### src/rtl/instruction_issue_queue.sv
// Issue queue between fetch and decode: buffers fetched instruction pairs and
// issues one or two words per cycle, stalling fetch when full.
module instruction_issue_queue #(
  parameter int unsigned bitsize = 11,
  parameter int unsigned DEPTH   = 4
) (
  input  logic               clk,
  input  logic               reset,
  input  logic               IF_flush,
  input  logic               fetch_valid,
  input  logic [31:0]        fetch_output1,
  input  logic [31:0]        fetch_output2,
  input  logic [bitsize-1:0] fetch_pc,
  output logic               PC_enable,
  input  logic               issue_ready,
  input  logic               dual_ok,
  output logic               issue_valid1,
  output logic [31:0]        issue_instr1,
  output logic               issue_valid2,
  output logic [31:0]        issue_instr2,
  output logic [bitsize-1:0] issue_pc
);

  localparam int unsigned PW = (DEPTH > 1) ? $clog2(DEPTH) : 1;
  localparam int unsigned CW = $clog2(DEPTH + 1);

  typedef struct packed {
    logic [31:0]        instr1;
    logic [31:0]        instr2;
    logic [bitsize-1:0] pc;
  } entry_t;

  typedef enum logic {PAIR, HALF} state_t;

  entry_t        mem [DEPTH];
  entry_t        head;
  logic [PW-1:0] wr_ptr;
  logic [PW-1:0] rd_ptr;
  logic [CW-1:0] count;
  state_t        state;
  state_t        state_n;
  logic          push;
  logic          pop;
  logic          nz1;
  logic          nz2;

  assign head         = mem[rd_ptr];
  assign issue_instr1 = head.instr1;
  assign issue_instr2 = head.instr2;
  assign issue_pc     = head.pc;
  assign PC_enable    = (count != CW'(DEPTH));
  assign push         = fetch_valid && PC_enable && !IF_flush;
  assign nz1          = (head.instr1 != 32'h0);
  assign nz2          = (head.instr2 != 32'h0);

  // Storage is cleared on reset so the head reads as zero before any push.
  always_ff @(posedge clk or posedge reset) begin
    if (reset) begin
      for (int i = 0; i < int'(DEPTH); i++) mem[i] <= '0;
    end else if (push) begin
      mem[wr_ptr] <= '{instr1: fetch_output1, instr2: fetch_output2, pc: fetch_pc};
    end
  end

  always_ff @(posedge clk or posedge reset) begin
    if (reset) begin
      wr_ptr <= '0;
      rd_ptr <= '0;
      count  <= '0;
      state  <= PAIR;
    end else if (IF_flush) begin
      wr_ptr <= '0;
      rd_ptr <= '0;
      count  <= '0;
      state  <= PAIR;
    end else begin
      state <= state_n;
      if (push) wr_ptr <= wr_ptr + PW'(1);
      if (pop)  rd_ptr <= rd_ptr + PW'(1);
      count <= count + CW'(push) - CW'(pop);
    end
  end

  // Issue selection: zero words are bubbles and are skipped; a pair that
  // cannot go dual-issue sends slot 1 now and slot 2 from HALF.
  always_comb begin
    state_n      = state;
    pop          = 1'b0;
    issue_valid1 = 1'b0;
    issue_valid2 = 1'b0;
    if (!IF_flush && issue_ready && (count != '0)) begin
      case (state)
        PAIR: begin
          if (nz1 && nz2) begin
            issue_valid1 = 1'b1;
            if (dual_ok) begin
              issue_valid2 = 1'b1;
              pop          = 1'b1;
            end else begin
              state_n = HALF;
            end
          end else begin
            issue_valid1 = nz1;
            issue_valid2 = nz2;
            pop          = 1'b1;
          end
        end
        HALF: begin
          issue_valid2 = 1'b1;
          pop          = 1'b1;
          state_n      = PAIR;
        end
        default: state_n = PAIR;
      endcase
    end
  end

endmodule
### config.mk
export PLATFORM = sky130hd
export DESIGN_NAME = instruction_issue_queue
export DESIGN_NICKNAME = d
export VERILOG_FILES = /design/src/rtl/instruction_issue_queue.sv
export SDC_FILE = /design/constraint.sdc
export NUM_CORES = 1
export LEC_CHECK = 0
export ABC_CLOCK_PERIOD_IN_PS = 32200
export BUFFER_PORTS_ARGS = -buffer_cell sky130_fd_sc_hd__buf_4
export CAP_MARGIN = 15
export CORE_UTILIZATION = 40
export DETAILED_ROUTE_END_ITERATION = 7
export PLACE_DENSITY_LB_ADDON = 0.1
export RECOVER_POWER = 25
export SLEW_MARGIN = 20
export SYNTH_ARGS = -nofsm -noshare
export SYNTH_HDL_FRONTEND = slang
export SYNTH_SLANG_ARGS = --single-unit
export TNS_END_PERCENT = 30
### constraint.sdc
create_clock -name clk -period 32.2 [get_ports clk]
set_clock_uncertainty 0.2 [all_clocks]
set_input_delay 8.05 -clock clk [delete_from_list [all_inputs] [get_ports clk]]
set_output_delay 8.05 -clock clk [all_outputs]
set_load 0.005 [all_outputs]
Word-level counts from Yosys, hierarchy flattened

Index checks and enable logic that the tools add are counted.
Widths: inputs -> output; s select.

Magnitude comparators: 3
Bitwise operators: 3
Reduce and logical (&&, ||, !) cells: 13
Multiplexer cells: 26
Equal/unequal tests: 1
Add/subtract/negate cells: 4

Operators with widths:

| operator            | number |
|---|---|
| $bwmux 300          | 1 |
| $mux 75             | 3 |
| $bmux 75 s2         | 1 |
| $demux 75 s2        | 1 |
| $reduce_bool 32->1  | 2 |
| $mux 1              | 12 |
| $mux 2              | 4 |
| $ge 3x3->1 const B  | 2 |
| $logic_and 1x1->1   | 6 |
| $not 2->3           | 2 |
| $pmux 1 s2          | 3 |
| $reduce_bool 2->1   | 3 |
| $add 2x1->2 const B | 2 |
| $add 3x1->3         | 1 |
| $lt 3x1->1 const B  | 1 |
| $mux 3              | 1 |
| $ne 3x3->1 const B  | 1 |
| $reduce_bool 3->1   | 1 |
| $sub 3x1->3         | 1 |
| $logic_not 1->1     | 1 |
| $not 1->1           | 1 |

Input port bits: 81
Output and inout port bits: 78
Register bits after elaboration: 308
Word-level logic and storage cells: 66

Logic depth before layout (Yosys ltp)

Gate-level depths: netlist of the first run.

Depth in word-level cells: 11
Mapped depth: 17
Depth with buffers taken out: 14

Worst setup path after synthesis of the first run

No wires, ideal clock.

Path type: input to output
Start point: input port IF_flush
End point: output port issue_valid2
Arrival time: 8.591 ns
Cell stages on the path: 3
Data required time: 23.950 ns
Buffers on the path: 0
Setup slack: 15.359 ns
Cell sequence: inv_1 -> o311ai_1 -> nor3b_1

Longest elaborated chain between the ends: 4

Ends and longest elaborated chain:

| item                            | RTL line | RTL |
|---|---|---|
| start: declaration              | 9        | `input logic IF_flush,` |
| $logic_not 1->1                 | 91       | `if (!IF_flush && issue_ready && (count != '0)) begin` |
| $logic_and 1x1->1 (2 in series) | 91       |  |
| $mux 1                          | 91       |  |
| end: declaration                | 19       | `output logic issue_valid2,` |

No other way between the ends.

Worst setup path after layout of the first run

Same ends and word-level chain as after synthesis.

==> reports/qor.yml, run 1 <==
grt_usage: 0.179
clock_tree.root_cell: "clkbuf_16"
yosys_warnings: 0
clk_latency_ns: 0.51
finalNetCount: 1058
num_antenna_cells: 0
p_leak_nw: 7.38
period_needed_ns: 17.60
fmax_mhz: 56.8
post_cts_resized: 0
ant_nets: 0
dp_hpwl_mm: 17.9
arrival_ns: 9.35
fp.dieArea_um2: 34500
ir_worst_vdd_mv: 0.0440
cts_buffer_depth: 3
gp_congestion: 0.753
drtIter0Drc: 232
grt_pass1_vias: 7979
yosys.area.top_type_share: 0.571
grt_antenna_before_repair: 1
met2_usage: 0.292
vias: 7544
maxSlewViolCount: 177
max-slew-margin-rel: -1.94
cts_setup_buffers: 0
grt_setup_unrepaired: "no"
tightest_slew_ns: 4.38
hold_class: "register to register"
crit_type: "input port to output pin"
reg2reg_slack_ns: 26.96
clk_pin_slew_ns: 0.05
core_area_um2: 32900
syn_area_per_cell_um2: 16.6
grt-ovfl-total: 0
drc: 0
ys_types: 30
seqCellArea_um2: 7710
crit_path_end_kind: "output pin"
grt-busiest-layer: "met2"
crit_fanout: 13
p_per_area_nw_per_um2: 95.5
die_x_um: 186
timing.final.ws_setup_ns: 14.60
grt_pass1_wl_mm: 46.9
viasPerCell: 5.24
wire_per_inst_um: 20.6
use_met1: 0.241
critPathLaunchType: "input port"
area_growth_pct: 21.7
wirelength_mm: 29.7
seq_area_frac_synth: 0.571
hold_viol: 0
dp_slack_ns: 14.97
fin_crit_sh: 0.547
io-pin-count: 159
die_h_um: 186
synthesis.instances: 814
postCtsHoldBufs: 0
cts_made_buffers: 37
grt_max_degree: 98
fill_cells: 2899
power_mw: 1.57
synth_nets: 902
synth_seq_cells: 308
multi_input_area_um2: 5560
synth.cell_area_um2: 13500
fin_hold_ws_ns: 0.296
synth_largest_area_cell: "dfrtp_1"
io_buffers: 158
tns_ns: 0
dr.pass1.iters: 4
violations: "max-capacitance violations, max-slew violations"
setup_viol: 0
synth_area_leaders: "dfrtp_1 (57%), mux2_2 (25%), mux4_2 (13%)"
layout-drive-gt1-share: 0.608
cts_sinks: 308
grtUsageMet3: 0.0403
fp-row-count: 66
htree_num_levels: 2
drv_cap: 2
tritoncts: "yes"
status: "finished with violations"
start_util: 0.411
required_ns: 23.95
==> path summary, 6_finish.rpt <==
| kind | depth (start not counted) | end | startpoint |
|---|---|---|---|
| worst max-delay path | 5 | issue_valid2 | IF_flush |
| worst min-delay path | 1 | mem[123] | mem[123] |
| worst max register to register | 15 | count[2] | rd_ptr[0] |
| worst min register to register | 1 | mem[123] | mem[123] |
| max in group asynchronous | 3 | mem[142] | reset |
| min in group asynchronous | 2 | mem[298] | reset |
==> flip-flops by register name (all words and copies together) (netlist names) <==
register	count
count	3
mem	300
rd_ptr	2
state	1
wr_ptr	2
==> cells in the final DEF (no fill, tap or decap), drive strengths merged <==
| master | instances |
|---|---|
| a22oi | 1 |
| inv | 8 |
| nand4 | 3 |
| ha | 6 |
| xnor2 | 2 |
| nor4 | 18 |
| buf | 164 |
| or4 | 1 |
| o21ai | 1 |
| mux4 | 75 |
| nor2b | 2 |
| mux2 | 300 |
| nand3 | 2 |
| nor2 | 10 |
| clkinvlp | 1 |
| a21oi | 2 |
| clkinv | 4 |
| clkbuf | 63 |
| or3 | 1 |
| fa | 1 |
| nor3 | 2 |
| xor2 | 1 |
| o311ai | 1 |
| o211ai | 1 |
| dfrtp | 308 |
| bufinv | 4 |
| nand2 | 15 |
| or4b | 1 |
| nor3b | 1 |
==> layout make-up <==
| class | count | area share |
|---|---|---|
| tap | 442 | 0.0337 |
| sequential | 308 | 0.470 |
| multi-input combinational | 447 | 0.339 |
| timing repair buffer | 168 | 0.0761 |
| clock inverter | 9 | 0.00907 |
| inverter | 8 | 0.00190 |
| clock buffer | 59 | 0.0707 |
==> synth_stat cells <==
library cell,n
nor2b_1,2
buf_1,1
buf_2,11
dfrtp_1,308
buf_6,2
mux4_2,75
nand3_1,2
mux2_2,300
a21oi_1,2
nand4_1,3
o21ai_1,1
buf_4,1
or4b_1,1
nor2_1,10
xor2_1,1
a22oi_1,1
inv_1,8
o211ai_1,1
o311ai_1,1
clkbuf_1,36
nand2_1,15
ha_1,6
nor4_4,1
nor3b_1,1
nor4_1,17
or4_1,1
xnor2_1,2
nor3_1,2
or3_1,1
fa_1,1
==> critical path, stage by stage <==
cell	delay [ns]
clkbuf_1	0.23
inv_1	0.14
o311ai_0	0.44
nor3b_1	0.34
buf_4	0.15
==> logic make-up after synthesis <==
family                   Yosys count  synth area share
adder cells (fa/ha/maj)            7           0.00705
XOR/XNOR                           3           0.00195
multiplexers                     375             0.376
AO/OA/AOI/OAI                      6           0.00287
AND/OR/NAND/NOR                   56            0.0225
flip-flops                       308             0.571
buffers and inverters             59            0.0188
==> routing by layer <==
metal,share of wire,vias to the layer above
met3,0.050,43
met4,0.020,2
met2,0.48,136
met5,0.00044,-
met1,0.45,3995
li1,-,3368
==> power breakdown <==
group          total [mW]  switching (mW)  internal, mW  leakage [nW]
sequential          0.652          0.0840         0.568          3.87
combinational       0.478           0.169         0.309          2.87
clock               0.438           0.159         0.279         0.647
==> per-stage QoR <==
stage / cell area [µm²] / cells / utilization
after global routing: 16400 / 1441 / 0.500
after CTS: 16400 / 1441 / 0.500
after detailed placement: 15100 / 1373 / 0.460
final: 16400 / 1441 / 0.500
after global placement: 15100 / 1373 / 0.460
after floorplan: 13500 / 814 / -
No activity file was read; power rests on OpenSTA's default activity.
==> inputs of run 2 (changes only) <==
- ABC_CLOCK_PERIOD_IN_PS: 32200 -> 16430
- clock period: 32.2 -> 16.43 ns (I/O delays scaled with it)
==> reports/qor.yml, run 2 (synthesis results as in run 1) <==
layout-drive-gt1-share: 0.602
drc: 0
ir_worst_vdd_mv: 0.125
wirelength_mm: 29.8
post_cts_resized: 0
drtIter0Drc: 260
fp-row-count: 66
core_area_um2: 32900
clock_tree.root_cell: "clkbuf_16"
vias: 7512
grt-ovfl-total: 0
cts_setup_buffers: 0
hold_class: "register to register"
min_from: "mem[159]"
start_util: 0.411
drv_cap: 4
crit_path_end_kind: "asynchronous set/reset pin"
io_buffers: 158
setup_viol: 0
postCtsHoldBufs: 0
tns_ns: 0
fin_crit_sh: 0.625
viasPerCell: 5.24
grt_pass1_wl_mm: 47.5
grt_max_degree: 106
largest_register_ffs: 300
p_leak_nw: 7.32
clk_latency_ns: 0.50
grt_antenna_before_repair: 1
power_mw: 3.04
ant_nets: 0
violations: "max-capacitance violations, max-slew violations"
hold_viol: 0
cts_made_buffers: 36
grt_usage: 0.180
maxSlewViolCount: 316
worstHoldPathCells: 1
max-slew-margin-rel: -2.31
mostFrequentLayoutCell: "dfrtp_1"
rr_worst_depth: 16
final_cell_mix: "dfrtp_1 (306), mux2_2 (300), buf_4 (162), mux4_2 (75), clkbuf_16 (37)"
critPathLaunchType: "input port"
die_h_um: 186
tightest_slew_ns: 4.93
area_growth_pct: 20.9
wl_met1_mm: 13.3
r2r_start: "rd_ptr[0]"
dp_hpwl_mm: 18.0
wire_per_inst_um: 20.8
cts_sinks: 308
die_x_um: 186
cts_buffer_depth: 3
tritoncts: "yes"
met3_wirelength_mm: 1.55
htree_num_levels: 2
grt_pass1_vias: 8219
fill_cells: 2865
gp_congestion: 0.733
io-pin-count: 159
status: "finished with violations"
p_per_area_nw_per_um2: 186
arrival_ns: 9.83
required_ns: 15.98
crit_fanout: 106
fp.dieArea_um2: 34500
r2r_end: "count[2]"
largest-register: "mem"
period_needed_ns: 10.28
fmax_mhz: 97.3
hold_path_end: "mem[159]"
reg2reg_slack_ns: 10.74
finalNetCount: 1057
dr_wl_met2_mm: 14.4
grt_setup_unrepaired: "no"
reg_top3: "mem: 300 flops, count: 3 flops"
dr.pass1.iters: 4
clk_pin_slew_ns: 0.05
crit_type: "input port to asynchronous set/reset pin"
top_layer: "met5"
## run 2: final cells by class
type | instances | area (µm²) | share of cell area
Antenna cell | 1 | 2.50 | 0.000153
Clock buffer | 52 | 1050 | 0.0645
Clock inverter | 7 | 160 | 0.00982
Inverter | 8 | 31.3 | 0.00192
Multi-Input combinational cell | 447 | 5550 | 0.341
Sequential cell | 308 | 7710 | 0.473
Tap cell | 442 | 553 | 0.0339
Timing Repair Buffer | 168 | 1240 | 0.0762
## run 2: how the worst max path moves through the flow
stage | to | slack, ns | depth (start not counted) | from
3_5_place_dp | issue_valid2 | 7.11 | 5 | IF_flush
5_1_grt | mem[237] | 4.79 | 3 | reset
6_report | mem[161] | 6.15 | 3 | reset
3_3_place_gp | issue_valid2 | 7.12 | 5 | IF_flush
4_1_cts | issue_valid2 | 7.11 | 5 | IF_flush
2_1_floorplan | count[0] | 3.61 | 1 | reset
## run 2: layer usage
layer / vias up / global-route usage
li1: 3361 / -
met1: 3971 / 0.239
met2: 135 / 0.299
met3: 43 / 0.0427
met4: 2 / 0.0423
met5: - / 0
## run 2: power by group
group / switching (mW) / total, mW / internal, mW
logic: 0.333 / 0.939 / 0.605
registers: 0.167 / 1.28 / 1.11
clock network: 0.298 / 0.818 / 0.519
## run 2: critical path, cell delays in order
cell	delay, ns
clkbuf_4	0.11
clkinvlp_2	2.75
clkbuf_1	2.76
## run 2: metrics by stage
step | setup slack, ns | cell area [µm²] | cells | hold WS, ns | utilization
after floorplan | 3.61 | 13500 | 814 | 0.274 | -
after global placement | 7.12 | 15100 | 1373 | 0.282 | 0.460
after detailed placement | 7.11 | 15100 | 1373 | 0.288 | 0.460
after CTS | 7.11 | 16300 | 1432 | 0.301 | 0.497
after global routing | 4.79 | 16300 | 1432 | 0.308 | 0.496
final | 6.15 | 16300 | 1433 | 0.298 | 0.496
==> inputs of run 3 (changes only) <==
- ABC_CLOCK_PERIOD_IN_PS: 16430 -> 9100
- clock period: 16.43 -> 9.1 ns (I/O delays scaled with it)
==> reports/qor.yml, run 3 (synthesis results as in run 1) <==
io_buffers: 158
grt-ovfl-total: 0
place_inst: 1373
p_leak_nw: 7.38
drv_cap: 2
reg_top3: "mem: 300 flops, count: 3 flops"
crit_top_cell: "buf_4"
p_clk_frac: 0.279
htree_num_levels: 2
grt_usage: 0.182
vias: 7538
reg2reg_slack_ns: 4.19
seqCellArea_um2: 7710
timing.final.ws_setup_ns: 2.52
critPathLaunchType: "register"
p_per_area_nw_per_um2: 339
clk_pin_slew_ns: 0.05
fp-row-count: 66
clock_tree.root_cell: "clkbuf_16"
dp_hpwl_mm: 18.2
finalNetCount: 1058
slowest_stage: "dfrtp_4"
wirelength_mm: 29.9
grt_pass1_vias: 8127
tightest_slew_ns: 3.55
cts_sinks: 308
p_switching_mw: 1.47
core_area_um2: 32900
clk_latency_ns: 0.51
ant_nets: 0
power.share.combinational: 0.303
maxSlewViolCount: 128
die_h_um: 186
drtIter0Drc: 291
power_mw: 5.56
required_ns: 6.63
path_buf_inv: 2
status: "finished with violations"
fin_crit_sh: 0.723
intPower_mw: 4.09
arrival_ns: 4.11
max-slew-margin-rel: -1.37
cts_made_buffers: 37
tritoncts: "yes"
hold_class: "register to register"
grt_setup_unrepaired: "no"
io-pin-count: 159
area_growth_pct: 21.7
gp_congestion: 0.739
die_x_um: 186
cts_buffer_depth: 3
grt_pass1_wl_mm: 47.9
grt_max_degree: 162
path_cells: "buf_4, mux4_2, nor4_1, nand4_1, o21ai_1, nor3b_1, buf_4"
mostFrequentLayoutCell: "dfrtp_1"
postCtsHoldBufs: 0
crit_type: "register to output pin"
tns_ns: 0
slowest_delay_ns: 0.88
wire_per_inst_um: 20.8
post_cts_resized: 0
ir_worst_vdd_mv: 0.165
dp_slack_ns: 2.90
viasPerCell: 5.23
final_cell_mix: "dfrtp_1 (306), mux2_2 (300), buf_4 (163), mux4_2 (75), clkbuf_16 (39)"
largest-register: "mem"
crit_family: "simple AND/OR/NAND/NOR gates"
layout-drive-gt1-share: 0.607
grt_antenna_before_repair: 0
largest_register_ffs: 300
crit_fanout: 32
fmax_mhz: 152
start_util: 0.411
multi_input_area_um2: 5560
fill_cells: 2905
cts_setup_buffers: 0
dr.pass1.iters: 4
crit_path_end_kind: "output pin"
period_needed_ns: 6.58
setup_viol: 0
violations: "max-capacitance violations, max-slew violations"
num_antenna_cells: 0
swShare: 0.264
seq_power_share: 0.418
drc: 0
fp.dieArea_um2: 34500
final_cells: 1440
hold_viol: 0
run 3: final cells by class:
| cell class | count | share of cell area |
|---|---|---|
| timing repair buffer | 168 | 0.0769 |
| inverter | 8 | 0.00190 |
| tap | 442 | 0.0337 |
| sequential | 308 | 0.470 |
| clock buffer | 56 | 0.0682 |
| multi-input combinational | 447 | 0.339 |
| clock inverter | 11 | 0.0112 |
run 3: path summary, 6_finish.rpt:
kind                            depth (start not counted)           end       from
worst max-delay path                                    7  issue_valid2  rd_ptr[0]
worst min-delay path                                    1      mem[135]   mem[135]
worst max register to register                         15      count[2]  rd_ptr[0]
worst min register to register                          1      mem[135]   mem[135]
max in group asynchronous                               3      mem[200]      reset
min in group asynchronous                               2      mem[218]      reset
run 3: per-layer routing:
metal | wire length (µm) | GRT usage | up-vias
li1 | - | - | 3380
met1 | 13600 | 0.252 | 3968
met2 | 14400 | 0.294 | 151
met3 | 1460 | 0.0370 | 39
met4 | 536 | 0.0462 | 0
met5 | 0 | 0 | -
run 3: metrics by stage:
step	hold slack, ns	cell area, µm²	util
after global routing	0.308	16400	0.500
final	0.297	16400	0.500
after floorplan	0.274	13500	-
after CTS	0.300	16400	0.500
after global placement	0.281	15100	0.461
after detailed placement	0.287	15100	0.461
run 3: power groups by stage:
stage | clock network [mW] | logic [mW] | registers, mW
2_1_floorplan | 0 | 1.16 | 2.22
3_3_place_gp | 0 | 1.69 | 2.35
3_5_place_dp | 0 | 1.72 | 2.35
4_1_cts | 1.60 | 1.72 | 2.33
5_1_grt | 1.66 | 1.84 | 2.42
6_report | 1.55 | 1.69 | 2.32
